===== src/rtl/mioc_dram_seq.sv =====
// ============================================================================
// Module   : mioc_dram_seq
// Brief    : DRAM cycle sequencer and Z80/6801 bus arbiter for mioc_top.
//            Generates RAS_N/MUX/CAS1_N/CAS2_N/RA7 timing.
//            Also owns the BUSRQ_N/BUSAK_N hand-over for DMA.
// Revision : 1.0  initial release
// ============================================================================
`default_nettype none

module mioc_dram_seq #(
    parameter int PRECH_CYC = 1,
    parameter int RFSH_CYC  = 2
) (
    input  logic B_PHI,
    input  logic RST_N,
    input  logic BMREQ_N,
    input  logic BRD_N,
    input  logic N_BWR,
    input  logic BRFSH_N,
    input  logic DMA_N,
    input  logic BUSAK_N,
    input  logic INTRAM_SEL,
    input  logic EXPRAM_SEL,
    input  logic BA7,
    input  logic BA15,
    output logic RAS_N,
    output logic MUX,
    output logic CAS1_N,
    output logic CAS2_N,
    output logic RA7,
    output logic BUSRQ_N,
    output logic ADDRBUFEN_N,
    output logic DMA_GNT
);

    localparam logic [1:0] c_RFSH_LOAD  = 2'(RFSH_CYC - 1);
    localparam logic [1:0] c_PRECH_LOAD = 2'(PRECH_CYC - 1);

    typedef enum logic [2:0] {
        S_IDLE  = 3'd0,
        S_ROW   = 3'd1,
        S_COL   = 3'd2,
        S_HOLD  = 3'd3,
        S_RFSH  = 3'd4,
        S_PRECH = 3'd5
    } cyc_state_t;

    typedef enum logic [1:0] {
        A_CPU = 2'd0,
        A_REQ = 2'd1,
        A_DMA = 2'd2,
        A_REL = 2'd3
    } arb_state_t;

    cyc_state_t cyc_q, cyc_d;
    arb_state_t arb_q, arb_d;
    logic [1:0] cnt_q, cnt_d;
    logic       bank2_q, bank2_d;
    logic       ras_n_q, ras_n_d;
    logic       mux_q, mux_d;
    logic       cas1_n_q, cas1_n_d;
    logic       cas2_n_q, cas2_n_d;
    logic       busrq_n_q, busrq_n_d;
    logic       abuf_n_q, abuf_n_d;
    logic       gnt_q, gnt_d;

    logic w_rfsh_req;
    logic w_acc_req;
    logic w_idle;

    assign w_rfsh_req = !BMREQ_N && !BRFSH_N;
    assign w_acc_req  = !BMREQ_N && BRFSH_N && (!BRD_N || !N_BWR) &&
                        (INTRAM_SEL || EXPRAM_SEL);
    assign w_idle     = (cyc_q == S_IDLE);

    always_comb begin
        cyc_d    = cyc_q;
        cnt_d    = cnt_q;
        bank2_d  = bank2_q;
        ras_n_d  = ras_n_q;
        mux_d    = mux_q;
        cas1_n_d = cas1_n_q;
        cas2_n_d = cas2_n_q;
        case (cyc_q)
            S_IDLE: begin
                // Refresh outranks an access seen on the same edge.
                if (w_rfsh_req) begin
                    cyc_d   = S_RFSH;
                    ras_n_d = 1'b0;
                    mux_d   = 1'b0;
                    cnt_d   = c_RFSH_LOAD;
                end else if (w_acc_req) begin
                    cyc_d   = S_ROW;
                    ras_n_d = 1'b0;
                    bank2_d = !INTRAM_SEL;
                end
            end
            S_ROW: begin
                cyc_d = S_COL;
                mux_d = 1'b1;
            end
            S_COL: begin
                cyc_d    = S_HOLD;
                cas1_n_d = bank2_q;
                cas2_n_d = !bank2_q;
            end
            S_HOLD: begin
                if (BMREQ_N) begin
                    cyc_d    = S_PRECH;
                    ras_n_d  = 1'b1;
                    mux_d    = 1'b0;
                    cas1_n_d = 1'b1;
                    cas2_n_d = 1'b1;
                    cnt_d    = c_PRECH_LOAD;
                end
            end
            S_RFSH: begin
                if (cnt_q == 2'd0) begin
                    cyc_d   = S_PRECH;
                    ras_n_d = 1'b1;
                    cnt_d   = c_PRECH_LOAD;
                end else begin
                    cnt_d = cnt_q - 2'd1;
                end
            end
            S_PRECH: begin
                if (cnt_q == 2'd0) begin
                    cyc_d = S_IDLE;
                end else begin
                    cnt_d = cnt_q - 2'd1;
                end
            end
            default: begin
                cyc_d    = S_IDLE;
                ras_n_d  = 1'b1;
                mux_d    = 1'b0;
                cas1_n_d = 1'b1;
                cas2_n_d = 1'b1;
            end
        endcase
    end

    // The bus only changes hands while no DRAM cycle is in flight.
    always_comb begin
        arb_d     = arb_q;
        busrq_n_d = busrq_n_q;
        abuf_n_d  = abuf_n_q;
        gnt_d     = gnt_q;
        case (arb_q)
            A_CPU: begin
                if (!DMA_N && w_idle) begin
                    arb_d     = A_REQ;
                    busrq_n_d = 1'b0;
                end
            end
            A_REQ: begin
                if (!BUSAK_N) begin
                    arb_d    = A_DMA;
                    abuf_n_d = 1'b1;
                    gnt_d    = 1'b1;
                end else if (DMA_N) begin
                    arb_d     = A_CPU;
                    busrq_n_d = 1'b1;
                end
            end
            A_DMA: begin
                if (DMA_N && w_idle) begin
                    arb_d     = A_REL;
                    busrq_n_d = 1'b1;
                    gnt_d     = 1'b0;
                end
            end
            A_REL: begin
                if (BUSAK_N) begin
                    arb_d    = A_CPU;
                    abuf_n_d = 1'b0;
                end
            end
            default: begin
                arb_d     = A_CPU;
                busrq_n_d = 1'b1;
                abuf_n_d  = 1'b0;
                gnt_d     = 1'b0;
            end
        endcase
    end

    always_ff @(posedge B_PHI or negedge RST_N) begin
        if (!RST_N) begin
            cyc_q     <= S_IDLE;
            arb_q     <= A_CPU;
            cnt_q     <= 2'd0;
            bank2_q   <= 1'b0;
            ras_n_q   <= 1'b1;
            mux_q     <= 1'b0;
            cas1_n_q  <= 1'b1;
            cas2_n_q  <= 1'b1;
            busrq_n_q <= 1'b1;
            abuf_n_q  <= 1'b0;
            gnt_q     <= 1'b0;
        end else begin
            cyc_q     <= cyc_d;
            arb_q     <= arb_d;
            cnt_q     <= cnt_d;
            bank2_q   <= bank2_d;
            ras_n_q   <= ras_n_d;
            mux_q     <= mux_d;
            cas1_n_q  <= cas1_n_d;
            cas2_n_q  <= cas2_n_d;
            busrq_n_q <= busrq_n_d;
            abuf_n_q  <= abuf_n_d;
            gnt_q     <= gnt_d;
        end
    end

    assign RAS_N       = ras_n_q;
    assign MUX         = mux_q;
    assign CAS1_N      = cas1_n_q;
    assign CAS2_N      = cas2_n_q;
    assign RA7         = mux_q ? BA15 : BA7;
    assign BUSRQ_N     = busrq_n_q;
    assign ADDRBUFEN_N = abuf_n_q;
    assign DMA_GNT     = gnt_q;

endmodule

`default_nettype wire


===== config.mk =====
export PLATFORM = sky130hd
export DESIGN_NAME = mioc_dram_seq
export DESIGN_NICKNAME = d
export VERILOG_FILES = /design/src/rtl/mioc_dram_seq.sv
export SDC_FILE = /design/constraint.sdc
export NUM_CORES = 1
export LEC_CHECK = 0
export ABC_AREA = 1
export CORE_ASPECT_RATIO = 1.2
export CORE_MARGIN = 1
export CORE_UTILIZATION = 52
export CTS_BUF_LIST = sky130_fd_sc_hd__clkbuf_4 sky130_fd_sc_hd__clkbuf_8
export DETAILED_ROUTE_END_ITERATION = 8
export PLACE_DENSITY = 0.92
export SETUP_SLACK_MARGIN = 0.15
export SYNTH_ARGS = -nofsm -noshare
export SYNTH_HDL_FRONTEND = slang
export SYNTH_SLANG_ARGS = --single-unit

===== constraint.sdc =====
create_clock -name B_PHI -period 1.4 [get_ports B_PHI]
set_input_delay 0.28 -clock B_PHI [delete_from_list [all_inputs] [get_ports B_PHI]]
set_output_delay 0.28 -clock B_PHI [all_outputs]
set_load 0.01 [all_outputs]

==> run metrics, run 1 <==
hold-fix buffers at CTS 0; Cells after Synth 137; Syn Std Cell Area 996 um2; register area share after synthesis 0.382; Top-Level Pins 20; Area contributors post-synth dfrtp_1, nand2_1, dfstp_2; Yosys top cell by area dfrtp_1; Synth cell types 22; width of the die 42.0 um; CTS H-tree lvls 1; clock buffer count from CTS 3; Mapped Nets 157; CTS Sinks 15; YS warnings 0; Rows 16; status did not finish; largest net degree at the start of global routing 16; Synth Register Bits 15; Initial Utilization 0.578; Avg Inst Size Synth 7.27 um2; GR repair worst EP _250_/D; Synth top area share 0.276; global placer's final weighted congestion 0.798; clock tree root driver cell clkbuf_4; Placed Instances 177; error msg [ERROR DPL-0038] Utilization greater than 100%, impossible to legalize; IO buf count 19; stopping stage global routing (5_1_grt); DP Wirelength 1720 um; die height 49.9 um; worst endpoint type register data pin; Max Root-Sink Buffers 2
cells by family after synthesis:
family          share of synthesized area
compound gates                     0.0703
simple gates                        0.361
flops                               0.382
buf+inv                            0.0867
fa+ha+maj                           0.101
repair_timing:
item / 4_1_cts
resized for setup: 55
buffers inserted: 20
pin swaps: 13
endpoints found under the setup margin: 19
cell usage after synthesis:
cell type / number
a211oi_1: 1
a21oi_1: 5
buf_6: 1
dfrtp_1: 11
dfstp_2: 4
ha_1: 8
inv_1: 19
inv_2: 1
nand2_1: 39
nand2_2: 1
nand3_1: 16
nand3_2: 1
nand3b_1: 1
nand4_1: 5
nor2_1: 13
nor2_2: 1
nor2_4: 1
nor3_1: 1
o211ai_1: 1
o21ai_0: 5
o21ai_1: 1
or2_2: 1
per-stage QoR:
stage	cell area [um2]	setup slack [ps]
4_1_cts	1480	72.2
3_5_place_dp	1230	-254
3_3_place_gp	1230	-231
2_1_floorplan	1000	180
==> run 2, diff against run 1 <==
CORE_AREA = 2 2 63 65   (was unset)
CORE_ASPECT_RATIO = unset   (was 1.2)
CORE_MARGIN = unset   (was 1)
CORE_UTILIZATION = unset   (was 52)
CTS_BUF_LIST = unset   (was sky130_fd_sc_hd__clkbuf_4 sky130_fd_sc_hd__clkbuf_8)
DIE_AREA = 0 0 65 67   (was unset)
PLACE_DENSITY = unset   (was 0.92)
PLACE_DENSITY_LB_ADDON = 0.15   (was unset)
SETUP_SLACK_MARGIN = unset   (was 0.15)
==> run 2 against run 1 <==
The run now ends clean. Synthesized area is the same. Synthesized cell count unchanged.
==> run metrics, run 2 <==
clock power share 0.117; Post-synth top cells nand2_1, inv_1, nand3_1, nor2_1, dfrtp_1; pwr/cell area 2110 nW/um2; Core Box Area 3610 um2; Worst Path Arrival 1490 ps; Synth Flop Type dfrtp_1; clock buffer count from CTS 3; fill cell count 379; commonest non-fill, non-tap cells in the layout nand2_1, inv_1, nand3_1; commonest non-fill, non-tap cell in the layout nand2_1; CTS tree built; Net Sw Power 0.00128 W; Synth Register Bits 15; clock tree root driver cell clkbuf_8; DP Wirelength 1670 um; clock latency on the worst-skew pair 240 ps; Period minus WS final 1330 ps; Avg Inst Size Synth 7.27 um2; DRT Wirelength 2150 um; YS warnings 0; final worst slack 71.7 ps; Rows 22; max reg flops 3; first-pass GRT wire length 3580 um; Crit Path Max Fanout 4; Mapped Nets 157; Crit. End Element flop; Final Hold Vio Count 0; Fin Clk Skew 1.07 ps; Fmax 753 MHz; Max IR drop VDD 0.707 mV; gr ovfl total 0; Worst setup SP type flop; RSZ-0062 raised after global routing yes; P_leak 0.715 nW; # diodes 0; Multi-input gate area 564 um2; sequential power share 0.302; number of global-route vias before repair 890; Area contributors post-synth dfrtp_1, nand2_1, dfstp_2; Top-Level Pins 20; largest net degree at the start of global routing 16; # DRC 0; Iteration-0 DRC Markers 22; Setup CP Type reg -> reg; final worst-path cycle share 0.949; Biggest register cyc_q; Area Growth Syn to Fin 40.2%; Worst EP required 1560 ps; async set-reset flop share out of synthesis 1.00; total power 0.00295 W; IO buf count 19; Yosys top cell by area dfrtp_1; max_cap viols 0; hold-fix buffers at CTS 0; Synth cell types 22; Max Root-Sink Buffers 2; Largest regs cyc_q (3), cnt_q (2); sw frac 0.434; Nets 192; Tot GR Track Use 0.106; Syn Std Cell Area 996 um2; Initial Utilization 0.276; worst-margin pin slew 244 ps; vias 944; Pins Over Slew Limit 0; Combinational Power Share 0.581; die height 67 um; Synth top area share 0.276; clock transition at the registers of the reported paths 60 ps; Int Power 0.00167 W; setup violators final 0; Placed Instances 213; worst hold slack 366 ps; register area 385 um2; CTS Sinks 15; Worst Hold Class in -> async; most numerous cell in the Yosys netlist nand2_1; global placer's final weighted congestion 0.817; post-DR vias/cell 4.31; Post-synth EDFFs 0; layout cells sized above 1 0.211; DR WL/cell 9.83 um; Layout Cells excl Fill 219; width of the die 65 um; initial antenna violation count 0; First-pass DRT Iterations 5; CTS H-tree lvls 1; Rel. slew slack 0.837; Cells after Synth 137; dpl ws -244 ps; die area 4360 um2; post-route ant nets 0; register area share after synthesis 0.382; status complete, no violations
[run 2: per-stage QoR]
stage | utilization | TNS [ps] | instance area [um2]
finish | 0.387 | 0 | 1400
global route | 0.387 | -68.7 | 1400
CTS | 0.374 | 0 | 1350
detailed placement | 0.363 | -713 | 1310
global placement | 0.363 | -811 | 1310
floorplan | - | 0 | 996
[run 2: final timing paths]
path                       slack [ps]  cells past startpoint  endpoint
setup / recovery                   70                      7  arb_q[0]
hold / removal                    370                      2  cnt_q[0]
setup reg to reg                   70                      7  arb_q[0]
hold reg to reg                   460                      2    CAS1_N
max in group asynchronous         790                      2   BUSRQ_N
min in group B_PHI                460                      2    CAS1_N
[run 2: area by class of cell]
cell class | count | area share
Inverter | 20 | 0.0538
Clock buffer | 4 | 0.0323
Tap cell | 48 | 0.0430
Sequential cell | 15 | 0.276
Multi-Input combinational cell | 101 | 0.404
Timing Repair Buffer | 31 | 0.191
[run 2: critical path: stages (launching register included)]
cell and delay, ps:
dfrtp_1 410, buf_4 150, ha_1 220, nand2_2 100
nand2_1 100, nor2_4 130, nand2_1 50, o21ai_1 80
[run 2: repair_timing]
action / in CTS / in global routing
setup buffers: 0 / 2
gates resized for setup: 10 / 14
endpoints found under the setup margin: 11 / 8
pin swaps: 0 / 4
[run 2: power by group through the flow]
stage | Combinational, W | Clock, W | Sequential [W]
2_1_floorplan | 0.00105 | 0 | 0.000877
3_3_place_gp | 0.00163 | 0 | 0.000880
3_5_place_dp | 0.00163 | 0 | 0.000885
4_1_cts | 0.00160 | 0.000364 | 0.000877
5_1_grt | 0.00194 | 0.000390 | 0.000934
6_report | 0.00172 | 0.000344 | 0.000891
[run 2: cell families after synthesis]
family | after synthesis | synth area share
simple gates | 80 | 0.361
buf+inv | 21 | 0.0867
flops | 15 | 0.382
fa+ha+maj | 8 | 0.101
compound gates | 13 | 0.0703
[run 2: layer usage]
| metal | wire (um) | track usage | vias to the layer above |
|---|---|---|---|
| li1 | - | - | 509 |
| met1 | 1030 | 0.122 | 410 |
| met2 | 975 | 0.188 | 23 |
| met3 | 133 | 0.0236 | 2 |
| met4 | 15 | 0.0479 | 0 |
| met5 | 0 | 0 | - |
(Power assumes the default switching activity.)
==> run 3, diff against run 2 <==
CTS_CLUSTER_SIZE = 24   (was unset)
PLACE_DENSITY = 0.46   (was unset)
PLACE_DENSITY_LB_ADDON = unset   (was 0.15)
==> run 3 against run 2 <==
Combinational power grew 5%. Register-to-register slack lost 20 ps. First-iteration DRC count is 86% higher. Global-route usage up 0.71 points. Count of clock-buffer cells in the layout is the same. Critical path depth rose by 2. Critical path type unchanged. Largest power group unchanged. Clock skew fell by 0.74 ps.
==> run metrics, run 3 (synthesis results as in run 2) <==
status complete, no violations; Area Growth Syn to Fin 44.2%; post-route ant nets 0; CTS Sinks 15; setup violators final 0; DP Wirelength 1770 um; post-DR vias/cell 4.40; IO buf count 19; Initial Utilization 0.276; global placer's final weighted congestion 0.800; Worst setup SP type flop; Fin Clk Skew 0.336 ps; Crit Path Max Fanout 5; width of the die 65 um; Core Box Area 3610 um2; clock buffer count from CTS 3; Period minus WS final 1340 ps; Setup CP Type reg -> reg; DRT Wirelength 2380 um; final worst-path cycle share 0.961; # DRC 0; crit path max-delay cell type dfrtp_1; setup TNS 0 ps; Biggest register cyc_q; commonest non-fill, non-tap cell in the layout nand2_1; Rows 22; Pins Over Slew Limit 0; clock tree root driver cell clkbuf_8; commonest non-fill, non-tap cells in the layout nand2_1, inv_1, buf_4; gr ovfl total 0; Nets 195; First-pass DRT Iterations 4; total power 0.00305 W; die area 4360 um2; Max IR drop VDD 0.745 mV; number of global-route vias before repair 886; Iteration-0 DRC Markers 41; Fmax 744 MHz; cell repeated most along the worst path nor2_1; Max Root-Sink Buffers 2; first-pass GRT wire length 3780 um; final core utilization 0.398; Crit. End Element flop; clock latency on the worst-skew pair 240 ps; die height 67 um; Worst Hold Class in -> async; P_leak 0.732 nW; Worst EP required 1560 ps; Layout Cells excl Fill 222; clock transition at the registers of the reported paths 60 ps; vias 977; DR WL/cell 10.7 um; largest net degree at the start of global routing 16; Placed Instances 213; # diodes 0; fill cell count 379; pwr/cell area 2120 nW/um2; layout cells sized above 1 0.253; CTS H-tree lvls 1; worst-path cell chain inv_2, ha_4, nand2_2, nor2_1, nor2_1, inv_1, nor2_4, nand2_1, o21ai_1; Tot GR Track Use 0.114; worst-margin pin slew 226 ps; Worst Path Arrival 1510 ps; initial antenna violation count 0; CTS tree built; Rel. slew slack 0.849; Largest regs cyc_q (3), cnt_q (2); CP peak stage delay 410 ps; max reg flops 3; Top-Level Pins 20; max_cap viols 0; Final Hold Vio Count 0
==> run 3: what timing repair did <==
action | 4_1_cts | 5_1_grt
pin swaps | 0 | 3
buffers inserted | 0 | 5
hold buffers | 0 | 0
endpoints found under the setup margin | 10 | 9
gates resized for setup | 10 | 20
==> run 3: worst max-delay path: cells and delay by family (launching register included) <==
family	cells	cell delay, ps
AOI/OAI and AO/OA	1	80
DFF	1	410
buffers and inverters	2	170
adders and majority gates	1	180
and+or+nand+nor	5	410
==> run 3: path summary, 6_finish.rpt <==
kind	depth (start not counted)	from	slack, ps	end
worst max-delay path	9	flop	60	arb_q[0]
worst min-delay path	2	RST_N	360	cnt_q[0]
worst max register to register	9	flop	60	arb_q[0]
worst min register to register	2	BUSRQ_N	460	BUSRQ_N
max in group asynchronous	2	RST_N	790	BUSRQ_N
min in group B_PHI	2	BUSRQ_N	460	BUSRQ_N
==> run 3: stage by stage <==
step / cell area, um2 / worst slack [ps] / hold slack [ps]
6_report: 1440 / 55.1 / 357
5_1_grt: 1440 / -18.1 / 380
4_1_cts: 1350 / 2.51 / 365
3_5_place_dp: 1310 / -265 / 451
3_3_place_gp: 1310 / -237 / 449
2_1_floorplan: 996 / 126 / -15.6
==> run 3: cell type report <==
type                            count  area, um2  area share
Clock buffer                        4       45.0      0.0314
Multi-Input combinational cell    101        582       0.405
Inverter                           20       75.1      0.0523
Timing Repair Buffer               34        289       0.201
Sequential cell                    15        385       0.268
Tap cell                           48       60.1      0.0418
==> run 3: layer usage <==
metal | global-route usage | share of wire | vias up
met5 | 0 | 0 | -
met4 | 0.0319 | 0.0076 | 0
met3 | 0.0389 | 0.051 | 2
met2 | 0.205 | 0.50 | 22
met1 | 0.126 | 0.44 | 440
li1 | - | - | 513
==> run 3: power by group <==
part,internal (W),switching [W],leakage (nW)
Clock,0.000201,0.000155,0.0228
Combinational,0.000807,0.00100,0.538
Sequential,0.000688,0.000193,0.171
Total,0.00170,0.00135,0.732
==> run 4, diff against run 3 <==
MAX_ROUTING_LAYER = met4   (was unset)
==> run 4 against run 3 <==
Maximum frequency about the same. Final cell count unchanged. Global-route usage increased by 0.30 points. Count of clock-buffer cells in the layout unchanged. Non-clock buffer count unchanged. Final area unchanged. Sequential share of layout area unchanged. First-iteration DRC count decreased by 2.4%. Highest routed layer unchanged. Critical path type unchanged. Worst setup slack about the same. Clock power about the same. Worst hold slack about the same. Combinational power about the same.
==> run metrics, run 4 (synthesis results as in run 2) <==
width of the die 65 um; dpl ws -265 ps; Largest regs cyc_q (3), cnt_q (2); final worst-path cycle share 0.961; final worst slack 55.1 ps; Iteration-0 DRC Markers 40; max_cap viols 0; pwr/cell area 2120 nW/um2; hold-fix buffers at CTS 0; IO buf count 19; Setup crit end arb_q[0]; DP Wirelength 1770 um; Setup CP Type reg -> reg; clock latency on the worst-skew pair 240 ps; Crit. End Element flop; CTS H-tree lvls 1; Pins Over Slew Limit 0; DRT Wirelength 2380 um; register-to-register setup slack 60 ps; die area 4360 um2; Biggest register cyc_q; max reg flops 3; Initial Utilization 0.276; Top-Level Pins 20; # diodes 0; vias 982; Worst Path Arrival 1510 ps; commonest non-fill, non-tap cells in the layout nand2_1, inv_1, buf_4; Rows 22; clock tree root driver cell clkbuf_8; Final Hold Vio Count 0; initial antenna violation count 0; CTS tree built; Max IR drop VDD 0.745 mV; clock transition at the registers of the reported paths 60 ps; post-DR vias/cell 4.42; Design Area, Final 1440 um2; P_leak 0.732 nW; Area Growth Syn to Fin 44.2%; largest net degree at the start of global routing 16; setup violators final 0; RR Endpoint arb_q[0]; die height 67 um; clock buffer count from CTS 3; DR WL/cell 10.7 um; Rel. slew slack 0.849; first-pass GRT wire length 3780 um; gr ovfl total 0; Fmax 744 MHz; status complete, no violations; CTS Sinks 15; Fin Clk Skew 0.341 ps; Worst EP required 1560 ps; Layout Cells excl Fill 222; global placer's final weighted congestion 0.812; layout cells sized above 1 0.253; cells on worst reg2reg path 9; Core Box Area 3610 um2; Worst setup SP type flop; Max Root-Sink Buffers 2; Crit Path Max Fanout 5; worst-margin pin slew 226 ps; number of global-route vias before repair 887; Nets 195; Period minus WS final 1340 ps; Worst Hold Class in -> async; # DRC 0; Tot GR Track Use 0.117; First-pass DRT Iterations 4; Post-DP Area 1310 um2; final core utilization 0.398; commonest non-fill, non-tap cell in the layout nand2_1; Placed Instances 213; post-route ant nets 0
## run 4: stage by stage
step / hold WS [ps] / power, W / setup TNS (ps)
after floorplan: -15.6 / 0.00193 / 0
after global routing: 380 / 0.00337 / -26.2
final: 357 / 0.00305 / 0
after detailed placement: 451 / 0.00249 / -766
after CTS: 365 / 0.00281 / 0
after global placement: 449 / 0.00247 / -724
## run 4: cell type report
cell class	instances	area (um2)
timing repair buffer	34	289
tap	48	60.1
sequential	15	385
inverter	20	75.1
multi-input combinational	101	582
fill	383	2170
clock buffer	4	45.0
## run 4: worst min path at each step
stage / startpoint / to / cells past startpoint
global route: RST_N / cnt_q[0] / 2
floorplan: RST_N / ADDRBUFEN_N / 0
detailed placement: RAS_N / RAS_N / 2
CTS: RST_N / cnt_q[0] / 2
global placement: RAS_N / RAS_N / 2
finish: RST_N / cnt_q[0] / 2
## run 4: layer usage
metal	up-vias	global-route usage	wire [um]
met1	442	0.126	1030
met2	25	0.205	1200
met5	-	-	0
met4	0	0.0319	18
met3	2	0.0389	125
li1	513	-	-
## run 4: critical path, cell delays in order, from the launching register on
cell and delay (ps):
dfrtp_1 410, inv_2 70, ha_4 180, nand2_2 70, nor2_1 40, nor2_1 140, inv_1 100, nor2_4 110
nand2_1 50, o21ai_1 80
## run 4: power by group
part | total [W] | internal [W] | switching [W]
Combinational | 0.00181 | 0.000807 | 0.00100
Clock | 0.000357 | 0.000201 | 0.000155
Sequential | 0.000880 | 0.000688 | 0.000191
Total | 0.00305 | 0.00170 | 0.00135
## run 4: timing repair
action                     4_1_cts  5_1_grt
gates resized for setup         10       20
setup endpoints to repair       10        9
setup buffers                    0        5
gates cloned                     0        0
pin swaps                        0        3
